$ cat config.mk
export PLATFORM = sky130hd
export DESIGN_NAME = calculator_core
export DESIGN_NICKNAME = d
export VERILOG_FILES = /design/src/rtl/calculator_core.sv
export SDC_FILE = /design/constraint.sdc
export NUM_CORES = 1
export LEC_CHECK = 0
export BUFFER_PORTS_ARGS = -buffer_cell sky130_fd_sc_hd__buf_2
export CORE_ASPECT_RATIO = 1.25
export CORE_MARGIN = 5
export CORE_UTILIZATION = 57
export CTS_CLUSTER_DIAMETER = 50
export DETAILED_ROUTE_END_ITERATION = 12
export GPL_TIMING_DRIVEN = 0
export PLACE_DENSITY_LB_ADDON = 0.05
export SYNTH_ARGS = -nofsm -noshare
export SYNTH_HDL_FRONTEND = slang
export SYNTH_SLANG_ARGS = --single-unit
$ cat constraint.sdc
create_clock -name clk -period 7.3 [get_ports clk]
set_input_delay 0.365 -clock clk [delete_from_list [all_inputs] [get_ports clk]]
set_output_delay 0.365 -clock clk [all_outputs]
set_load 0.01 [all_outputs]
$ cat src/rtl/calculator_core.sv
// calculator_core: four-digit BCD add/subtract calculator driving a
// multiplexed common-anode 7-segment display from raw switch inputs.
// Optional build macro CALC_LEADING_ZERO_BLANK_EN blanks leading zeros.
module calculator_core #(
    parameter int unsigned REFRESH_OVERFLOW = 100000,
    parameter int unsigned DB_OVERFLOW      = 500000,
    parameter int unsigned SLIDER_OVERFLOW  = 25000000
) (
    input  logic       clk,
    input  logic       reset,
    input  logic       button_clr_undeb,
    input  logic       button_ent_undeb,
    input  logic       sld_1,
    input  logic       sld_2,
    input  logic       sld_3,
    input  logic       sld_4,
    input  logic       sld_arith,
    output logic [3:0] digit_select,
    output logic [6:0] led_select
);

    localparam int unsigned REF_W = $clog2(REFRESH_OVERFLOW + 1);
    localparam int unsigned DB_W  = $clog2(DB_OVERFLOW + 1);
    localparam int unsigned SLD_W = $clog2(SLIDER_OVERFLOW + 1);

    localparam logic [6:0] SEG_BLANK = 7'b1111111;
    localparam logic [6:0] SEG_A     = 7'b0001000;
    localparam logic [6:0] SEG_D     = 7'b0100001;
    localparam logic [6:0] SEG_S     = 7'b0010010;
    localparam logic [6:0] SEG_U     = 7'b1100011;
    localparam logic [6:0] SEG_B     = 7'b0000011;

    typedef enum logic [1:0] {ENTER_A, ENTER_B, SELECT_OP, RESULT} state_t;

    // Input bit order: 0 clr, 1 ent, 2..5 sld_1..sld_4, 6 arith
    logic [6:0]       sync1, sync2;
    logic [1:0]       db_q, db_prev;
    logic [DB_W-1:0]  db_cnt [2];
    logic [3:0]       sld_prev;
    logic [SLD_W-1:0] rep_cnt [4];
    logic [3:0]       inc;
    logic             arith_prev;
    logic             clr_pulse, ent_pulse, arith_rise;

    state_t           state_q, state_d;
    logic [15:0]      a_q, b_q, res_q, bcd_res;
    logic             op_sub;

    logic [REF_W-1:0] ref_cnt;
    logic [1:0]       dig_idx;
    logic [15:0]      disp_val;
    logic [6:0]       glyph;

    function automatic logic [6:0] seg7(input logic [3:0] d);
        case (d)
            4'd0:    seg7 = 7'b1000000;
            4'd1:    seg7 = 7'b1111001;
            4'd2:    seg7 = 7'b0100100;
            4'd3:    seg7 = 7'b0110000;
            4'd4:    seg7 = 7'b0011001;
            4'd5:    seg7 = 7'b0010010;
            4'd6:    seg7 = 7'b0000010;
            4'd7:    seg7 = 7'b1111000;
            4'd8:    seg7 = 7'b0000000;
            4'd9:    seg7 = 7'b0010000;
            default: seg7 = SEG_BLANK;
        endcase
    endfunction

    // Per-digit BCD increment with 9->0 wrap and no carry between digits
    function automatic logic [15:0] bump(input logic [15:0] v, input logic [3:0] m);
        bump = v;
        for (int i = 0; i < 4; i++) begin
            if (m[i]) begin
                bump[4*i +: 4] = (v[4*i +: 4] == 4'd9) ? 4'd0 : 4'(v[4*i +: 4] + 4'd1);
            end
        end
    endfunction

    // Two-flop synchronizers for every raw input
    always_ff @(posedge clk or negedge reset) begin
        if (!reset) begin
            sync1 <= '0;
            sync2 <= '0;
        end else begin
            sync1 <= {sld_arith, sld_4, sld_3, sld_2, sld_1, button_ent_undeb, button_clr_undeb};
            sync2 <= sync1;
        end
    end

    // Button debounce: flip after DB_OVERFLOW consecutive differing cycles
    always_ff @(posedge clk or negedge reset) begin
        if (!reset) begin
            db_q    <= '0;
            db_prev <= '0;
            for (int i = 0; i < 2; i++) db_cnt[i] <= '0;
        end else begin
            db_prev <= db_q;
            for (int i = 0; i < 2; i++) begin
                if (sync2[i] != db_q[i]) begin
                    if (db_cnt[i] == DB_W'(DB_OVERFLOW - 1)) begin
                        db_q[i]   <= sync2[i];
                        db_cnt[i] <= '0;
                    end else begin
                        db_cnt[i] <= db_cnt[i] + DB_W'(1);
                    end
                end else begin
                    db_cnt[i] <= '0;
                end
            end
        end
    end

    assign clr_pulse  = db_q[0] & ~db_prev[0];
    assign ent_pulse  = db_q[1] & ~db_prev[1];
    assign arith_rise = sync2[6] & ~arith_prev;

    // Slider increment request: on the rising edge, then every SLIDER_OVERFLOW held cycles
    always_comb begin
        inc = '0;
        for (int i = 0; i < 4; i++) begin
            inc[i] = sync2[i+2] & (~sld_prev[i] | (rep_cnt[i] == SLD_W'(SLIDER_OVERFLOW)));
        end
    end

    // Slider edge history and auto-repeat counters
    always_ff @(posedge clk or negedge reset) begin
        if (!reset) begin
            sld_prev   <= '0;
            arith_prev <= 1'b0;
            for (int i = 0; i < 4; i++) rep_cnt[i] <= '0;
        end else begin
            sld_prev   <= sync2[5:2];
            arith_prev <= sync2[6];
            for (int i = 0; i < 4; i++) begin
                if (!sync2[i+2])  rep_cnt[i] <= '0;
                else if (inc[i])  rep_cnt[i] <= SLD_W'(1);
                else              rep_cnt[i] <= rep_cnt[i] + SLD_W'(1);
            end
        end
    end

    // Digit-serial BCD add, or ten's-complement subtract, modulo 10000
    always_comb begin
        logic       carry;
        logic [3:0] bd;
        logic [4:0] sum;
        carry   = op_sub;
        bd      = '0;
        sum     = '0;
        bcd_res = '0;
        for (int i = 0; i < 4; i++) begin
            bd  = op_sub ? 4'(4'd9 - b_q[4*i +: 4]) : b_q[4*i +: 4];
            sum = 5'(a_q[4*i +: 4]) + 5'(bd) + 5'(carry);
            if (sum >= 5'd10) begin
                sum   = sum - 5'd10;
                carry = 1'b1;
            end else begin
                carry = 1'b0;
            end
            bcd_res[4*i +: 4] = sum[3:0];
        end
    end

    // State register
    always_ff @(posedge clk or negedge reset) begin
        if (!reset) state_q <= ENTER_A;
        else        state_q <= state_d;
    end

    // Next state: Clear dominates Enter
    always_comb begin
        state_d = state_q;
        if (clr_pulse) begin
            state_d = ENTER_A;
        end else if (ent_pulse) begin
            case (state_q)
                ENTER_A:   state_d = ENTER_B;
                ENTER_B:   state_d = SELECT_OP;
                SELECT_OP: state_d = RESULT;
                default:   state_d = ENTER_A;
            endcase
        end
    end

    // Operands, result and operation registers
    always_ff @(posedge clk or negedge reset) begin
        if (!reset) begin
            a_q    <= '0;
            b_q    <= '0;
            res_q  <= '0;
            op_sub <= 1'b0;
        end else if (clr_pulse) begin
            a_q    <= '0;
            b_q    <= '0;
            res_q  <= '0;
            op_sub <= 1'b0;
        end else if (ent_pulse && state_q == RESULT) begin
            a_q   <= '0;
            b_q   <= '0;
            res_q <= '0;
        end else begin
            if (state_q == ENTER_A) a_q <= bump(a_q, inc);
            if (state_q == ENTER_B) b_q <= bump(b_q, inc);
            if (state_q == SELECT_OP && arith_rise) op_sub <= ~op_sub;
            if (state_q == SELECT_OP && ent_pulse)  res_q  <= bcd_res;
        end
    end

    // Refresh timer and active digit index
    always_ff @(posedge clk or negedge reset) begin
        if (!reset) begin
            ref_cnt <= '0;
            dig_idx <= '0;
        end else if (ref_cnt == REF_W'(REFRESH_OVERFLOW - 1)) begin
            ref_cnt <= '0;
            dig_idx <= dig_idx + 2'd1;
        end else begin
            ref_cnt <= ref_cnt + REF_W'(1);
        end
    end

`ifdef CALC_LEADING_ZERO_BLANK_EN
    logic [3:0] lz;
    // Digits above the highest non-zero digit are blank; ones never blanks
    assign lz[3] = (disp_val[15:12] == 4'd0);
    assign lz[2] = lz[3] & (disp_val[11:8] == 4'd0);
    assign lz[1] = lz[2] & (disp_val[7:4] == 4'd0);
    assign lz[0] = 1'b0;
`endif

    // Glyph for the currently selected digit
    always_comb begin
        case (state_q)
            ENTER_B: disp_val = b_q;
            RESULT:  disp_val = res_q;
            default: disp_val = a_q;
        endcase
        glyph = seg7(disp_val[{dig_idx, 2'b00} +: 4]);
`ifdef CALC_LEADING_ZERO_BLANK_EN
        if (lz[dig_idx]) glyph = SEG_BLANK;
`endif
        if (state_q == SELECT_OP) begin
            case (dig_idx)
                2'd3:    glyph = op_sub ? SEG_S : SEG_A;
                2'd2:    glyph = op_sub ? SEG_U : SEG_D;
                2'd1:    glyph = op_sub ? SEG_B : SEG_D;
                default: glyph = SEG_BLANK;
            endcase
        end
    end

    // Registered display drive; enable and segments update together
    always_ff @(posedge clk or negedge reset) begin
        if (!reset) begin
            digit_select <= 4'b1110;
            led_select   <= 7'b1000000;
        end else begin
            digit_select <= ~(4'b0001 << dig_idx);
            led_select   <= glyph;
        end
    end

endmodule

==> summary.txt, run 1 <==
final setup fails: 0
placed inst area: 13420 um^2
reg2reg setup slack: 430 ps
setup TNS: 0 ps
Max clock buf depth: 3
clk_lat worst skew: 560 ps
Hold WS: 185.0 ps
Post-synth EDFFs: 0
max-cap viol count: 0
RSZ-0062 raised after global routing: false
Cell Pwr Density: 248.4 nW/um^2
clock root cell: clkbuf_16
Synth Net Count: 1398
commonest non-fill, non-tap cell in the layout: dfrtp_1
Worst R2R End: res_q[14]
chip width: 144.6 um
DIE AREA: 25760 um^2
Worst R2R Path Depth: 33
outcome: finished, final reports clean
YS warnings: 0
I/O pin cnt: 20
Seq cells post-synth: 242
Post-Syn Instances: 1319
Vias/cell: 5.649
Pre-antenna DRT Iters: 5
post-synthesis sequential area ratio: 0.4697
via count: 9552
share of layout cells above drive strength 1: 0.09517
most frequent CP cell: inv_1
Critical Path RT: 7800 ps
Routed wire per std cell: 15.72 um
CP arrival: 7370 ps
Post-synth top flop: dfrtp_1
final WL: 26580 um
Max Freq: 0.1456 GHz
initial drt markers: 498
Syn Area/Cell: 9.782 um^2
post-synthesis cell area: 12900 um^2
GRT overflow: 0
# DRC: 0
CP startpoint: b_q[2]
Final Max Tran Viols: 0
slowest stage delay, CP: 480 ps
Distinct cells, synth: 72
first-pass GRT wire length: 45670 um
period utilization: 0.9411
Peak VDD IR: 0.0002163 V
critical path startpoint category: flop
clock sinks: 242
crit path capture type: flop
Worst Hold Class: in -> async
Max-slew headroom: 0.3626
CTS HTree Levels: 1
post-route insts no fill: 1691
placed insts: 1623
Worst-Margin Slew: 947.9 ps
largest fanout on the critical path: 4
number of global-route vias before repair: 9491
ANT cells: 0
Routability Congestion: 0.9091
Fin. Hold Viols: 0
Core Rows: 61
antenna-violating nets left: 0
Port Buffers: 19
pin count of the biggest net entering global routing: 125
FF-to-FF Start: b_q[2]
slowest CP cell: or4_1
Leak: 6.358 nW
Initial Util: 0.5789
Critical Path End: res_q[14]
clock transition at the registers of the reported paths: 60 ps
critical path class: reg -> reg
fillers: 1842
Final Cell Area: 14610 um^2
Post-synth ARST share: 1.000
half-perimeter wire length after detailed placement: 18280 um
most frequent cells in the layout: dfrtp_1, nor2_1, nand2_1
initial antenna violation count: 0
CORE AREA: 22290 um^2
total CTS buffers: 30
Tot Pwr: 3.630 mW
TritonCTS clock tree: yes
Final min period: 6870 ps
area grow syn2layout: 13.27%
die height: 178.2 um
Final nets: 1466
Setup Skew: 14.48 ps
GRT Total Usage: 0.2135
## worst min-delay path by stage
stage | startpoint | cells after the start | slack (ps) | end
2_1_floorplan | reset | 0 | 70 | a_q[0]
3_3_place_gp | sync1[1] | 0 | 330 | sync2[1]
3_5_place_dp | reset | 1 | 150 | rep_cnt[33]
4_1_cts | reset | 2 | 160 | rep_cnt[33]
5_1_grt | reset | 2 | 170 | rep_cnt[33]
6_report | reset | 2 | 180 | rep_cnt[33]
## what timing repair did
action / CTS / global route
setup endpoints to repair: 3 / 3
endpoints found under the hold margin: 245 / 0
gates resized for setup: 15 / 13
pin swaps: 0 / 9
buffers inserted: 0 / 8
hold buffers: 8 / 0
## kinds of logic after synthesis
logic type | share of synthesized area
buffers and inverters | 0.02919
AOI/OAI and AO/OA | 0.08641
xor gates and xnor gates | 0.1113
and+or+nand+nor | 0.2166
adders and majority gates | 0.07195
muxes | 0.01474
DFF | 0.4697
## flip-flops by register name, indices dropped and copies added (netlist names), 7 cells and up
name and cells:
a_q 16, b_q 16, db_cnt 38, led_select 7
ref_cnt 17, rep_cnt 100, res_q 16, sync1 7
sync2 7
## area by class of cell
class | count | area, um^2 | area share
buffer | 33 | 162.7 | 0.01113
clock buffer | 39 | 814.5 | 0.05574
clock inverter | 14 | 141.4 | 0.009675
inverter | 59 | 221.5 | 0.01515
multi-input combinational | 984 | 6556 | 0.4486
sequential | 242 | 6063 | 0.4149
tap | 283 | 354.1 | 0.02423
timing repair buffer | 37 | 300.3 | 0.02055
## per-layer routing
| layer | track usage | vias up | share of wire |
|---|---|---|---|
| met5 | 0 | - | 0 |
| met4 | 0.05599 | 0 | 0.022 |
| met3 | 0.02816 | 43 | 0.032 |
| met2 | 0.3688 | 131 | 0.50 |
| met1 | 0.2836 | 4678 | 0.45 |
| li1 | - | 4700 | - |
## per-stage QoR
stage	util	worst slack, ps
after floorplan	-	172.3
after global placement	0.5991	-1132
after detailed placement	0.6020	-1264
after CTS	0.6512	30.94
after global routing	0.6557	17.53
final	0.6557	430.2
## critical path: cells and delay by family (launching register included)
kind / cells / cell delay (ps)
compound gates: 5 / 860
mux: 1 / 210
flops: 1 / 440
fa+ha+maj: 11 / 3160
xor+xnor: 4 / 690
simple gates: 6 / 910
buf+inv: 6 / 540
## synth_stat cells (9+ instances only)
cell type | number | share of area
mux2i_1 | 10 | 0.0078
nand4_1 | 34 | 0.016
xor2_1 | 89 | 0.060
nor2_1 | 192 | 0.056
nor2b_1 | 11 | 0.0053
a31oi_1 | 14 | 0.0068
nand3_1 | 86 | 0.033
inv_1 | 59 | 0.017
nor3_1 | 22 | 0.0085
ha_1 | 63 | 0.061
and3_1 | 25 | 0.012
or3_1 | 12 | 0.0058
a21oi_1 | 35 | 0.014
a22oi_1 | 9 | 0.0052
clkbuf_1 | 24 | 0.0070
dfrtp_1 | 238 | 0.46
and4_1 | 12 | 0.0081
o21ai_0 | 37 | 0.014
nand2_1 | 104 | 0.030
xnor2_1 | 75 | 0.051
nor4_1 | 12 | 0.0058
## report_power, final
part	switching [mW]	internal, mW
combinational	0.384	0.324
sequential	0.101	1.41
clock	0.582	0.827
Note: power is estimated with default switching activity, not from simulation.
==> inputs of run 2 (changes only) <==
CORE_UTILIZATION = 65   (was 57)
GPL_ROUTABILITY_DRIVEN = 0   (was default)
PLACE_DENSITY = 0.78   (was default)
PLACE_DENSITY_LB_ADDON = default   (was 0.05)
clock period = 8.8 ns   (was 7.3 ns; I/O delays follow)
==> run 2 against run 1 <==
  * Routed wire length down 0.41%
  * Critical path type unchanged
  * Global-route usage grew 2.8 points
  * Via count increased by 1.8%
  * Final area down 1.8%
  * Flip-flop and latch count unchanged
  * Hold slack got worse by 170 ps
  * Critical endpoint unchanged
  * Cell count is 1.9% lower
==> summary.txt, run 2 (synthesized netlist as in run 1, its figures left out) <==
outcome: finished, final reports clean
critical path class: reg -> reg
Port Buffers: 19 (unchanged)
Max clock buf depth: 3 (unchanged)
biggest regs: rep_cnt: 100 flops, db_cnt: 38 flops, ref_cnt: 17 flops
Pre-antenna DRT Iters: 5 (unchanged)
most frequent cells in the layout: dfrtp_1, nor2_1, nand2_1
Critical Path RT: 9200 ps (+1400 ps)
max-cap viol count: 0 (unchanged)
Tot Pwr: 2.937 mW (-19%)
WP buf/inv: 6 (unchanged)
pin count of the biggest net entering global routing: 117 (-6.4%)
antenna-violating nets left: 0 (unchanged)
initial drt markers: 590 (+18%)
clock transition at the registers of the reported paths: 60 ps (about the same)
die height: 167.5 um (-6.0%)
chip width: 136.0 um (-5.9%)
DIE AREA: 22790 um^2 (-12%)
Worst Hold Class: in -> reg
Initial Util: 0.6627 (+0.08375)
clock root cell: clkbuf_16
slowest stage delay, CP: 420 ps (-60 ps)
Routed wire per std cell: 15.95 um (+1.5%)
Crit path max-delay family: adder cells
Final nets: 1452 (-0.95%)
CORE AREA: 19470 um^2 (-13%)
CP arrival: 8560 ps (+1190 ps)
Core Rows: 57 (-6.6%)
first-pass GRT wire length: 46440 um (+1.7%)
Vias/cell: 5.863 (+3.8%)
Max-slew headroom: 0.4333 (+0.07065)
period utilization: 0.9272 (-0.01386)
# DRC: 0 (unchanged)
slowest CP cell: fa_1
TritonCTS clock tree: yes
Cell Pwr Density: 204.7 nW/um^2 (-18%)
Max Freq: 0.1226 GHz (-16%)
Final min period: 8159 ps (+1290 ps)
final WL: 26470 um (-0.41%)
Setup Skew: 23.03 ps (+8.549 ps)
half-perimeter wire length after detailed placement: 18280 um (about the same)
area grow syn2layout: 11.22%
RSZ-0062 raised after global routing: false
setup TNS: 0 ps (unchanged)
initial antenna violation count: 0 (unchanged)
CTS HTree Levels: 1 (unchanged)
crit path capture type: flop
GRT Total Usage: 0.2416 (+0.02814)
largest fanout on the critical path: 10 (+6)
GRT overflow: 0 (unchanged)
Fin. Hold Viols: 0 (unchanged)
total CTS buffers: 27 (-10%)
Worst-Margin Slew: 843.1 ps (-104.9 ps)
number of global-route vias before repair: 9889 (+4.2%)
register bank with the most flops: rep_cnt
ANT cells: 0 (unchanged)
fillers: 1454 (-21%)
most frequent CP cell: fa_1
number of flip-flops in the largest register: 100 (unchanged)
I/O pin cnt: 20 (unchanged)
clk_lat worst skew: 540 ps (-20 ps)
Leak: 6.276 nW (-1.3%)
clock sinks: 242 (unchanged)
Peak VDD IR: 0.0001764 V (-18%)
critical path startpoint category: flop
commonest non-fill, non-tap cell in the layout: dfrtp_1
Final Max Tran Viols: 0 (unchanged)
via count: 9727 (+1.8%)
share of layout cells above drive strength 1: 0.07317 (-0.02200)
final setup fails: 0 (unchanged)
==> run 2: routing by layer <==
metal,wire (um),track usage,up-vias
li1,-,-,4667
met2,13400,0.4102,215
met1,11290,0.3196,4791
met4,673,0.08023,0
met3,1105,0.03331,54
met5,0,0,-
==> run 2: repair_timing <==
action | in CTS | in global routing
setup buffers | 0 | 0
setup endpoints to repair | 0 | 3
hold endpoints to repair | 49 | 0
gates resized for setup | 0 | 4
hold buffers | 4 | 0
==> run 2: area by class of cell <==
cell class / instances / area (um^2) / area share
inverter: 59 / 221.5 / 0.01543
timing repair buffer: 25 / 200.2 / 0.01395
sequential: 242 / 6061 / 0.4224
clock buffer: 37 / 723.2 / 0.05040
clock inverter: 13 / 190.2 / 0.01325
tap: 265 / 331.6 / 0.02311
multi-input combinational: 984 / 6465 / 0.4505
buffer: 34 / 157.7 / 0.01099
==> run 2: where the power goes <==
part	total [mW]	leakage, nW	switching, mW	internal (mW)
Combinational	0.529	2.59	0.302	0.228
Sequential	1.25	3.25	0.0845	1.17
Clock	1.15	0.441	0.455	0.699
==> run 2: metrics by stage <==
step / cells / utilization / setup slack [ps] / instance area (um^2) / hold slack, ps
6_report: 1659 / 0.7370 / 640.6 / 14350 / 18.68
5_1_grt: 1659 / 0.7370 / 103.2 / 14350 / 6.888
2_1_floorplan: 1319 / - / 1672 / 12900 / 144.4
3_5_place_dp: 1605 / 0.6879 / 172.0 / 13390 / 334.7
3_3_place_gp: 1603 / 0.6846 / 447.5 / 13330 / 335.8
4_1_cts: 1659 / 0.7369 / 81.57 / 14350 / 2.712
==> run 2: worst register-to-register path, delay by kind of cell (launching register included) <==
| family | cells | cell delay, ps |
|---|---|---|
| simple gates | 4 | 270 |
| xor+xnor | 4 | 1110 |
| compound gates | 6 | 1610 |
| mux | 1 | 120 |
| buf+inv | 6 | 1090 |
| fa+ha+maj | 11 | 3450 |
| flops | 1 | 390 |
==> run 2: worst paths after layout <==
path | from | end | slack (ps) | cells past startpoint
worst min register to register | sync1[1] | sync2[1] | 350 | 0
worst min-delay path | sld_1 | sync1[2] | 20 | 1
max in group asynchronous | reset | res_q[4] | 7480 | 3
min in group asynchronous | reset | rep_cnt[71] | 410 | 2
worst max-delay path | op_sub | res_q[14] | 640 | 32
worst max register to register | op_sub | res_q[14] | 640 | 32
